`src/rtl/bcd_display_driver.sv`:
```
`default_nettype none
// ============================================================================
//  Module      : bcd_display_driver
//  Description : Extends a decade_counter ones digit (count) and its carry
//                pulse (ten) into a 4-digit BCD value, and scans that value
//                onto a 4-digit common-anode seven-segment display.
//  Ports       : clk      - system clock, rising edge
//                rst      - synchronous reset, active-high
//                count    - ones digit from decade_counter
//                ten      - carry pulse from decade_counter (one increment
//                           of the tens digit per cycle it is high)
//                seg      - {g,f,e,d,c,b,a} segment drive
//                an       - active-low one-hot digit enables, an[0] = ones
//                value    - {thousands,hundreds,tens,ones} BCD
//                overflow - sticky, set when 9999 wraps to 0000
//  Revision    : 1.0 - initial release
// ============================================================================
module bcd_display_driver #(
    parameter int REFRESH_DIV    = 50000,
    parameter bit SEG_ACTIVE_LOW = 1'b1,
    parameter bit BLANK_LEADING  = 1'b1
) (
    input  logic        clk,
    input  logic        rst,
    input  logic [3:0]  count,
    input  logic        ten,
    output logic [6:0]  seg,
    output logic [3:0]  an,
    output logic [15:0] value,
    output logic        overflow
);

    localparam int                 c_CNT_W    = $clog2(REFRESH_DIV);
    localparam logic [c_CNT_W-1:0] c_CNT_LAST = c_CNT_W'(REFRESH_DIV - 1);
    localparam logic [6:0]         c_SEG_OFF  = SEG_ACTIVE_LOW ? 7'h7F : 7'h00;

    logic [3:0]         r_count_q;
    logic [3:0]         r_d1;
    logic [3:0]         r_d2;
    logic [3:0]         r_d3;
    logic               r_overflow;
    logic [c_CNT_W-1:0] r_refresh;
    logic [1:0]         r_scan_idx;
    logic [3:0]         r_an;
    logic [6:0]         r_seg;

    logic [3:0]         w_digit;
    logic               w_blank;
    logic [6:0]         w_seg_on;
    logic [6:0]         w_seg_next;

    // Active-high {g..a} pattern; the ones digit may carry 10..15 from
    // upstream and those all show 'E'.
    function automatic logic [6:0] f_decode(input logic [3:0] d);
        logic [6:0] p;
        case (d)
            4'd0:    p = 7'h3F;
            4'd1:    p = 7'h06;
            4'd2:    p = 7'h5B;
            4'd3:    p = 7'h4F;
            4'd4:    p = 7'h66;
            4'd5:    p = 7'h6D;
            4'd6:    p = 7'h7D;
            4'd7:    p = 7'h07;
            4'd8:    p = 7'h7F;
            4'd9:    p = 7'h6F;
            default: p = 7'h79;
        endcase
        return p;
    endfunction

    // Select the digit being scanned and decide whether it is a leading zero.
    always_comb begin
        w_digit = r_count_q;
        w_blank = 1'b0;
        case (r_scan_idx)
            2'd0: begin
                w_digit = r_count_q;
            end
            2'd1: begin
                w_digit = r_d1;
                w_blank = (r_d3 == 4'd0) && (r_d2 == 4'd0) && (r_d1 == 4'd0);
            end
            2'd2: begin
                w_digit = r_d2;
                w_blank = (r_d3 == 4'd0) && (r_d2 == 4'd0);
            end
            default: begin
                w_digit = r_d3;
                w_blank = (r_d3 == 4'd0);
            end
        endcase
        if (!BLANK_LEADING) begin
            w_blank = 1'b0;
        end
    end

    assign w_seg_on   = w_blank ? 7'h00 : f_decode(w_digit);
    assign w_seg_next = SEG_ACTIVE_LOW ? ~w_seg_on : w_seg_on;

    always_ff @(posedge clk) begin
        if (rst) begin
            r_count_q  <= 4'd0;
            r_d1       <= 4'd0;
            r_d2       <= 4'd0;
            r_d3       <= 4'd0;
            r_overflow <= 1'b0;
            r_refresh  <= '0;
            r_scan_idx <= 2'd0;
            r_an       <= 4'b1111;
            r_seg      <= c_SEG_OFF;
        end else begin
            r_count_q <= count;

            // Ripple the carry through tens, hundreds, thousands.
            if (ten) begin
                if (r_d1 != 4'd9) begin
                    r_d1 <= r_d1 + 4'd1;
                end else begin
                    r_d1 <= 4'd0;
                    if (r_d2 != 4'd9) begin
                        r_d2 <= r_d2 + 4'd1;
                    end else begin
                        r_d2 <= 4'd0;
                        if (r_d3 != 4'd9) begin
                            r_d3 <= r_d3 + 4'd1;
                        end else begin
                            r_d3       <= 4'd0;
                            r_overflow <= 1'b1;
                        end
                    end
                end
            end

            if (r_refresh == c_CNT_LAST) begin
                r_refresh  <= '0;
                r_scan_idx <= r_scan_idx + 2'd1;
            end else begin
                r_refresh  <= r_refresh + 1'b1;
            end

            // Enables and segments are both taken from the pre-edge scan
            // index so they always describe the same digit.
            r_an  <= ~(4'b0001 << r_scan_idx);
            r_seg <= w_seg_next;
        end
    end

    assign seg      = r_seg;
    assign an       = r_an;
    assign value    = {r_d3, r_d2, r_d1, r_count_q};
    assign overflow = r_overflow;

endmodule
`default_nettype wire

```
`config.mk`:
```
export PLATFORM = sky130hd
export DESIGN_NAME = bcd_display_driver
export DESIGN_NICKNAME = d
export VERILOG_FILES = /design/src/rtl/bcd_display_driver.sv
export SDC_FILE = /design/constraint.sdc
export NUM_CORES = 1
export LEC_CHECK = 0
export CAP_MARGIN = 20
export CORE_MARGIN = 2
export CORE_UTILIZATION = 50
export CTS_BUF_LIST = sky130_fd_sc_hd__clkbuf_4
export CTS_CLUSTER_DIAMETER = 80
export CTS_CLUSTER_SIZE = 30
export DETAILED_ROUTE_END_ITERATION = 8
export GPL_ROUTABILITY_DRIVEN = 1
export PLACE_DENSITY = 0.79
export SLEW_MARGIN = 20
export SYNTH_ARGS = -nofsm -noshare
export SYNTH_HDL_FRONTEND = slang
export SYNTH_SLANG_ARGS = --single-unit
```
`constraint.sdc`:
```
create_clock -name clk -period 1.91 [get_ports clk]
set_input_delay 0.2865 -clock clk [delete_from_list [all_inputs] [get_ports clk]]
set_output_delay 0.2865 -clock clk [all_outputs]
set_load 0.01 [all_outputs]
```
-- After elaboration in Yosys (flattened, before gate mapping)
Memories as Yosys holds them, arrays and structs flattened.
Cells that the tools add are included.
- memory bits (read-only): 112
- bits of input ports: 7
- register bits: 46
- memories: 1
- shift operators: 1
- muxes and demuxes: 6
- bitwise gates (word level): 5
- add/sub/neg operators: 5
- equal/unequal tests: 6
- reduce and logical (&&, ||, !) cells: 10
- memories (memory ; words ; width ; read ports ; clocked after Yosys merged registers in ; write ports ; line ; source):
    (name not given) ; 16 ; 7 ; 1 ; 0 ; 0 ; 56 ; case (d)
- operators by type and width (cell ; number):
    $add A16 B1 Y16 const B ; 1
    $eq A16 B16 Y1 const B ; 1
    $add A4 B1 Y4 const B ; 3
    $logic_not A4 Y1 ; 3
    $mux W4 ; 3
    $ne A4 B4 Y1 const B ; 3
    $pmux W4 S3 ; 1
    $mux W7 ; 1
    $not A7 Y7 ; 1
    $not A4 Y4 ; 1
    $reduce_and A4 Y1 ; 1
    $shl A1 B2 Y4 const A ; 1
    $not A1 Y1 ; 3
    $pmux W1 S3 ; 1
    $reduce_and A3 Y1 ; 1
    $add A2 B1 Y2 const B ; 1
    $eq A2 B1 Y1 const B ; 1
    $eq A2 B2 Y1 const B ; 1
    $logic_and A1 B1 Y1 ; 2
    $logic_not A2 Y1 ; 1
    $reduce_and A2 Y1 ; 1
    $reduce_or A2 Y1 ; 1

-- Logic depth before layout (Yosys ltp)
Gate-level depths: netlist of the first run.
- depth after elaboration: 6
- mapped depth: 9
- mapped depth without buffers: 9

-- Worst setup path before layout of the first run
OpenSTA, ideal clock, no wires.
- path kind: register to register
- start point: reg r_scan_idx[1]
- end point: reg r_seg[4], in the netlist seg[4]
- data required time: 1761 ps
- clock period less this slack: 1827 ps
- buffers on the path: 1
- slack: 83 ps
- stages on the path, launching flop included: 9
- arrival time: 1678 ps
- library setup time: 149 ps
- cells stage by stage: dfxtp_1 > ha_1 > clkbuf_1 > a21oi_1 > a22oi_1 > inv_1 > ha_1 > mux2i_1 > o221ai_1
- longest elaborated chain between the ends: 5
- elaborated cells on any way between the ends: 8
- ends and longest elaborated chain (what ; line ; source):
    start, declared ; 43 ; logic [1:0] r_scan_idx;
    start signal, assigned ; 137 ; r_scan_idx <= r_scan_idx + 2'd1;
    $eq A2 B2 Y1, or another cell as far along ; 76 ; case (r_scan_idx)
    $pmux W4 S3 ; 76 ;
    $mem_v2 Z16 W7 ; - ;
    $mux W7 * ; 98 ; assign w_seg_on = w_blank ? 7'h00 : f_decode(w_digit);
    $not A7 Y7 * ; 99 ; assign w_seg_next = SEG_ACTIVE_LOW ? ~w_seg_on : w_seg_on;
    end signal, assigned ; 111 ; r_seg <= c_SEG_OFF;
    end signal, assigned ; 145 ; r_seg <= w_seg_next;
    end, declared ; 45 ; logic [6:0] r_seg;
Mark *: on every way between the ends. The rest lies on a longest branch, timed or not.
A chain may end at the register's enable or synchronous reset.

-- Worst setup path after layout of the first run
- start point: reg r_scan_idx[0]
- end point: reg r_seg[3], in the netlist seg[3]
The elaborated chain is that of the path after synthesis.

==> results of run 1 <==
routing by layer:
layer,track usage (%),share of wire (%)
met2,30.6,50
met5,0,0
met3,3.92,5.4
met4,6.54,1.7
met1,23.7,43
stage by stage:
step           power (µW)  hold WS [ns]  TNS [ns]  area (µm²)
2_1_floorplan        1110         0.415         0        2140
3_3_place_gp         1190         0.435         0        2610
3_5_place_dp         1200         0.458    -0.362        2610
4_1_cts              1630         0.478         0        2690
5_1_grt              1700         0.472    -0.116        2770
6_report             1620         0.465         0        2770
area by class of cell:
cell class | count | area share (%)
Timing Repair Buffer | 53 | 17.4
Multi-Input combinational cell | 167 | 42.9
Clock inverter | 2 | 0.316
Tap cell | 50 | 2.26
Clock buffer | 6 | 1.62
Sequential cell | 46 | 33.5
Inverter | 14 | 2.07
worst register-to-register path: stages (launching register included):
cell	delay (ns)
sky130_fd_sc_hd__dfxtp_4	0.41
sky130_fd_sc_hd__inv_4	0.06
sky130_fd_sc_hd__ha_4	0.17
sky130_fd_sc_hd__a222oi_1	0.37
sky130_fd_sc_hd__mux2i_2	0.17
sky130_fd_sc_hd__inv_1	0.11
sky130_fd_sc_hd__ha_1	0.25
sky130_fd_sc_hd__mux2i_1	0.16
sky130_fd_sc_hd__o21ai_1	0.07
kinds of logic after synthesis:
group	synth area share, %
and+or+nand+nor	24.4
muxes	4.38
DFF	42.9
adders and majority gates	5.83
xor gates and xnor gates	7.35
AOI/OAI and AO/OA	10.6
buffers and inverters	4.49
layout by cell type, fill, tap and decap left out, drive strengths merged, types with 4 or more instances in the layout:
cell type,instances
nand3,10
xnor2,13
mux2i,9
ha,10
nor4,6
clkdlybuf4s50,34
nor2b,11
nand2b,6
nor3,4
buf,19
nand2,7
xor2,5
and3,4
nor2,29
a21oi,12
o21ai,12
clkbuf,6
inv,14
dfxtp,46
nand4,5
sequential cells by signal (all words and copies together) (netlist names):
signal,flops
r_scan_idx,2
r_d1,4
seg,7
overflow,1
an,4
r_count_q,4
r_d3,4
r_d2,4
r_refresh,16
worst max path at each step:
stage	slack (ns)	end	startpoint
global placement	0.02	seg[1]	r_scan_idx[1]
detailed placement	-0.14	seg[2]	r_scan_idx[1]
CTS	0.02	seg[5]	r_scan_idx[1]
global route	-0.03	seg[6]	r_scan_idx[0]
floorplan	0.08	seg[4]	r_scan_idx[1]
finish	0.05	seg[3]	r_scan_idx[0]
timing repair:
action,in CTS,in global routing
pin swaps,1,5
setup buffers,2,3
gates resized for setup,6,19
endpoints found under the setup margin,6,7
Yosys cell counts (2+ instances only):
library cell and number:
sky130_fd_sc_hd__dfxtp_1 46, sky130_fd_sc_hd__nor2_1 29, sky130_fd_sc_hd__inv_1 14, sky130_fd_sc_hd__xnor2_1 13, sky130_fd_sc_hd__a21oi_1 12, sky130_fd_sc_hd__o21ai_0 12
sky130_fd_sc_hd__nor2b_1 11, sky130_fd_sc_hd__ha_1 10, sky130_fd_sc_hd__nand3_1 9, sky130_fd_sc_hd__mux2i_1 8, sky130_fd_sc_hd__nand2_1 7, sky130_fd_sc_hd__nand2b_1 6
sky130_fd_sc_hd__nor4_1 6, sky130_fd_sc_hd__xor2_1 5, sky130_fd_sc_hd__clkbuf_1 4, sky130_fd_sc_hd__nor3_1 4, sky130_fd_sc_hd__a222oi_1 3, sky130_fd_sc_hd__and3_2 3
sky130_fd_sc_hd__nand4_1 3, sky130_fd_sc_hd__or3_1 3, sky130_fd_sc_hd__a22oi_1 2, sky130_fd_sc_hd__nand4_2 2, sky130_fd_sc_hd__nor3b_1 2, sky130_fd_sc_hd__nor4bb_1 2
sky130_fd_sc_hd__o31ai_1 2, sky130_fd_sc_hd__or4_1 2
where the power goes:
part,leakage [µW],switching [µW],internal [µW]
sequential,0.000377,14.6,984
clock,0.0000331,289,153
combinational,0.000631,86.6,95.6
total,0.00104,390,1230
==> impl_metrics.env, run 1 <==
export IMPL_status="complete, no violations"
export IMPL_placeableCoreArea_um2=4060
export IMPL_slowest_delay_ns=0.41
export IMPL_period_share_pct=97.6
export IMPL_ctsHtreeMaxLevel=2
export IMPL_synth_area_um2=2140
export IMPL_globalRouteOverflowTotal=0
export IMPL_chipHeight_um=69.5
export IMPL_rsz0062_at_grt="yes"
export IMPL_syn_inst=235
export IMPL_cts_sink_count=46
export IMPL_antenna_left=0
export IMPL_crit_path_max_delay_cell_type="sky130_fd_sc_hd__dfxtp_4"
export IMPL_fp_row_count=23
export IMPL_multi_input_comb_area_um2=1190
export IMPL_filler_cell_count=337
export IMPL_critical_path_buf_inv_count=2
export IMPL_rr_startpoint="r_scan_idx[0]"
export IMPL_yosysSeqAreaShare_pct=42.9
export IMPL_worst_setup_hold_path_clk_slew_ns=0.12
export IMPL_ys_top_cells_by_area="sky130_fd_sc_hd__dfxtp_1 43%, sky130_fd_sc_hd__ha_1 5.8%, sky130_fd_sc_hd__xnor2_1 5.3%"
export IMPL_drcViolationCount=0
export IMPL_max_slew_worst_pin_slew_ns=0.522
export IMPL_fin_ws_ns=0.0451
export IMPL_synth_top_area_share_pct=42.9
export IMPL_vdd_ir_drop_worst_mv=0.360
export IMPL_utilization_after_layout_pct=68.4
export IMPL_first_global_vias=1666
export IMPL_finalSetupViolations=0
export IMPL_max_freq_mhz=536
export IMPL_via_per_inst=5.49
export IMPL_detailed_place_hpwl_mm=3.22
export IMPL_dp_slack_ns=-0.143
export IMPL_ff2ff_setup_slack_ns=0.05
export IMPL_gp_routability_congestion=0.808
export IMPL_dieWidth_um=69.5
export IMPL_tritoncts="yes"
export IMPL_dp_cells=325
export IMPL_drt_pre_antenna_iters=4
export IMPL_detailroute_via_count=1856
export IMPL_area_growth_synth_to_final_pct=29.3
export IMPL_layout_nets=304
export IMPL_yosys_most_used_dff="sky130_fd_sc_hd__dfxtp_1"
export IMPL_grt_pass1_wl_mm=7.28
export IMPL_critPathTopFamily="compound AO/OA/AOI/OAI gates"
export IMPL_yosys_reg_bits=46
export IMPL_antenna_found_initial=0
export IMPL_start_util_pct=52.9
export IMPL_slew_viol_final=0
export IMPL_min_path_cells=2
export IMPL_hold_path_startpoint="overflow"
export IMPL_cp_start_kind="flop"
export IMPL_drv_max_cap_violation_count=0
export IMPL_layoutNonFillerInstCount=338
export IMPL_yosysWarnings=0
export IMPL_syn_mean_instance_area_um2=9.13
export IMPL_cellLeakagePower_uw=0.00104
export IMPL_overall_track_demand_over_capacity_in_global_routing_pct=18.4
export IMPL_drive_gt1_share_pct=16.3
export IMPL_sequential_area_um2=928
export IMPL_postRouteWirelength_mm=4.64
export IMPL_criticalPathCategory="reg -> reg"
export IMPL_mappedNetlistNets=252
export IMPL_wire_per_inst_um=13.7
export IMPL_die_area_um2=4830
export IMPL_critical_path_arrival_ns=2.10
export IMPL_synth_enable_flop_cells=0
export IMPL_worst_path_max_fanout=5
export IMPL_fin_crit_ns=1.86
export IMPL_synthDominantAreaCellType="sky130_fd_sc_hd__dfxtp_1"
export IMPL_worst_endpoint_required_ns=2.14
export IMPL_numCtsBuffers=5
export IMPL_antenna_cells=0
export IMPL_hold_buffers_post_cts=0
export IMPL_cp_cell_sequence="inv_4, ha_4, a222oi_1, mux2i_2, inv_1, ha_1, mux2i_1, o21ai_1"
export IMPL_grt_max_degree=23
export IMPL_design_portCount=35
export IMPL_synth_lib_cells_used_distinct=41
export IMPL_io_buffers=34
export IMPL_number_of_gates_on_the_worst_path_with_buffers_counted=8
export IMPL_max_slew_margin_pct=64.5
export IMPL_critPathCaptureType="flop"
export IMPL_finClkSkew_ns=0.0104
export IMPL_cts_root_buf="sky130_fd_sc_hd__clkbuf_4"
export IMPL_clockBufferDepth=2
export IMPL_finalHoldViolCount=0
export IMPL_critical_path_reg2reg_endpoint="seg[3]"
export IMPL_clkLatencyLatePin_ns=0.35
export IMPL_async_flop_share_pct=0
export IMPL_detailedRoute_firstIterationViolations=164
export IMPL_worstRegToRegCells=8
export IMPL_hold_path_class="reg -> reg"
export IMPL_sink_of_the_worst_hold_path="overflow"
export IMPL_power_density_nw_per_um2=585
Note: power is estimated with default switching activity, not from simulation.
==> run 2: changes to the inputs <==
--- a/config.mk
+++ b/config.mk
@@ -14,7 +14,6 @@
 export DETAILED_ROUTE_END_ITERATION = 8
 export GPL_ROUTABILITY_DRIVEN = 1
 export PLACE_DENSITY = 0.79
-export SLEW_MARGIN = 20
 export SYNTH_ARGS = -nofsm -noshare
 export SYNTH_HDL_FRONTEND = slang
 export SYNTH_SLANG_ARGS = --single-unit
==> results of run 2 <==
The final DEF is identical to that of run 1; final timing and power are the same.
==> run 3: changes to the inputs <==
--- a/config.mk
+++ b/config.mk
@@ -6,7 +6,6 @@
 export NUM_CORES = 1
 export LEC_CHECK = 0
 export CAP_MARGIN = 20
-export CORE_MARGIN = 2
 export CORE_UTILIZATION = 50
 export CTS_BUF_LIST = sky130_fd_sc_hd__clkbuf_4
 export CTS_CLUSTER_DIAMETER = 80
==> run 3 against run 2 <==
Net effect:
- the flow now finishes with violations (setup timing)
- first-iteration DRC count fell by 26%
- critical path depth down 1
- sequential share of layout area shrank 0.30 points
- utilization up 0.62 points
- non-clock buffer count unchanged
- total power barely moved
- sequential power barely moved
- die area down 5.7%
- final area increased by 0.90%
- largest cell class unchanged
- largest power group unchanged
==> impl_metrics.env, run 3 (same netlist as run 1, synthesis figures left out) <==
export IMPL_ctsHtreeMaxLevel=2
export IMPL_drive_gt1_share_pct=17.4
export IMPL_power_uw=1620
export IMPL_cts_sink_count=46
export IMPL_critical_path_reg2reg_endpoint="seg[0]"
export IMPL_max_freq_mhz=492
export IMPL_globalRouteOverflowTotal=0
export IMPL_cellLeakagePower_uw=0.00104
export IMPL_detailroute_via_count=1838
export IMPL_critical_path_arrival_ns=2.28
export IMPL_sink_of_the_worst_hold_path="overflow"
export IMPL_antenna_found_initial=0
export IMPL_utilization_after_layout_pct=69.0
export IMPL_io_buffers=34
export IMPL_grt_pass1_wl_mm=7.20
export IMPL_power_density_nw_per_um2=580
export IMPL_fin_ws_ns=-0.124
export IMPL_drv_max_cap_violation_count=0
export IMPL_max_slew_worst_pin_slew_ns=0.580
export IMPL_detailedRoute_firstIterationViolations=122
export IMPL_finalSetupViolations=7
export IMPL_numCtsBuffers=5
export IMPL_worst_path_max_fanout=5
export IMPL_rsz0062_at_grt="yes"
export IMPL_vdd_ir_drop_worst_mv=0.474
export IMPL_first_global_vias=1573
export IMPL_clkLatencyLatePin_ns=0.36
export IMPL_worstRegToRegCells=7
export IMPL_overall_track_demand_over_capacity_in_global_routing_pct=21.6
export IMPL_chipHeight_um=67.5
export IMPL_failed_checks="setup timing"
export IMPL_drcViolationCount=0
export IMPL_layout_common_cells="44 x sky130_fd_sc_hd__dfxtp_1, 34 x sky130_fd_sc_hd__clkdlybuf4s50_1, 29 x sky130_fd_sc_hd__nor2_1, 19 x sky130_fd_sc_hd__buf_4, 13 x sky130_fd_sc_hd__xnor2_1"
export IMPL_worst_setup_hold_path_clk_slew_ns=0.13
export IMPL_clock_power_share_pct=26.7
export IMPL_final_cell_area_um2=2800
export IMPL_tritoncts="yes"
export IMPL_net_switching_uw=406
export IMPL_detailed_place_hpwl_mm=3.14
export IMPL_slowest_delay_ns=0.42
export IMPL_drt_pre_antenna_iters=8
export IMPL_hold_path_startpoint="overflow"
export IMPL_antenna_cells=0
export IMPL_finClkSkew_ns=0.00498
export IMPL_power_switching_share_pct=25.0
export IMPL_via_per_inst=5.45
export IMPL_max_slew_margin_pct=61.3
export IMPL_antenna_left=0
export IMPL_wire_per_inst_um=13.6
export IMPL_ff2ff_setup_slack_ns=-0.12
export IMPL_status="finished with violations"
export IMPL_min_path_cells=2
export IMPL_hold_buffers_post_cts=0
export IMPL_crit_path_max_delay_cell_type="sky130_fd_sc_hd__mux2i_1"
export IMPL_fin_hold_ws_ns=0.460
export IMPL_die_area_um2=4550
export IMPL_slew_viol_final=0
export IMPL_rr_startpoint="r_scan_idx[0]"
export IMPL_gp_routability_congestion=0.813
export IMPL_period_share_pct=107
export IMPL_fp_row_count=23
export IMPL_hold_path_class="reg -> reg"
export IMPL_critical_path_buf_inv_count=2
export IMPL_largest_register_ffs=16
export IMPL_cts_root_buf="sky130_fd_sc_hd__clkbuf_4"
export IMPL_area_growth_synth_to_final_pct=30.5
export IMPL_start_util_pct=52.9
export IMPL_final_common_cell="sky130_fd_sc_hd__dfxtp_1"
export IMPL_critPathTopFamily="multiplexers"
export IMPL_place_area_um2=2600
export IMPL_critPathCaptureType="flop"
export IMPL_clockBufferDepth=2
export IMPL_fin_crit_ns=2.03
export IMPL_internal_power_uw=1220
export IMPL_share_seq_of_total_power_pct=61.7
export IMPL_design_portCount=35
export IMPL_dp_slack_ns=-0.0724
export IMPL_layout_nets=304
export IMPL_placeableCoreArea_um2=4060
export IMPL_cp_cell_sequence="buf_4, ha_1, mux2i_1, inv_1, ha_1, mux2i_1, o21ai_0"
export IMPL_top_register="r_refresh"
export IMPL_criticalPathCategory="reg -> reg"
export IMPL_grt_max_degree=16
export IMPL_cp_start_kind="flop"
export IMPL_postRouteWirelength_mm=4.60
export IMPL_finalHoldViolCount=0
export IMPL_worst_endpoint_required_ns=2.16
export IMPL_dieWidth_um=67.5
export IMPL_p_comb_share_pct=11.6
run 3: cell type report:
class,count,area [µm²]
clock buffers,5,37.5
inverters,14,56.3
multi-input cells,167,1220
repair buffers,53,483
clock inverters,2,10.0
flip-flops and latches,46,928
fillers,317,1260
well taps,50,62.6
run 3: worst max path at each step:
stage,to,cells past startpoint,startpoint
after floorplan,seg[4],8,r_scan_idx[1]
after global placement,seg[2],8,r_scan_idx[1]
after detailed placement,seg[2],8,r_scan_idx[1]
after CTS,seg[4],8,r_scan_idx[0]
after global routing,seg[1],7,r_scan_idx[0]
final,seg[0],7,r_scan_idx[0]
run 3: tightest hold or removal path, stage by stage, from the launching register on:
cell	delay (ns)
sky130_fd_sc_hd__dfxtp_1	0.33
sky130_fd_sc_hd__inv_1	0.05
sky130_fd_sc_hd__a21oi_1	0.05
run 3: power by group through the flow:
stage	logic (µW)	clock network [µW]	registers, µW
5_1_grt	204	498	1010
3_5_place_dp	170	0	1030
2_1_floorplan	79.0	0	1030
4_1_cts	170	448	1000
6_report	188	433	1000
3_3_place_gp	166	0	1030
run 3: per-layer routing:
metal  routed length (µm)  up-vias  share of wire (%)  global-route usage (%)
li1                     -      930                  -                       -
met1                 2180      859                 47                    28.6
met2                 2230       47                 48                    32.3
met3                  169        2                3.7                    6.59
met4                   23        0               0.50                    8.78
met5                    0        -                  0                       0
run 3: what timing repair did:
item                       CTS  global route
setup endpoints to repair    7             6
setup buffers                0             6
hold endpoints to repair     0             0
pin swaps                    1             5
gates resized for setup      5            23
run 3: per-stage QoR:
stage	instances	TNS, ns
finish	337	-0.480
global route	337	-1.20
CTS	331	0
detailed placement	324	-0.225
global placement	324	0
floorplan	235	0
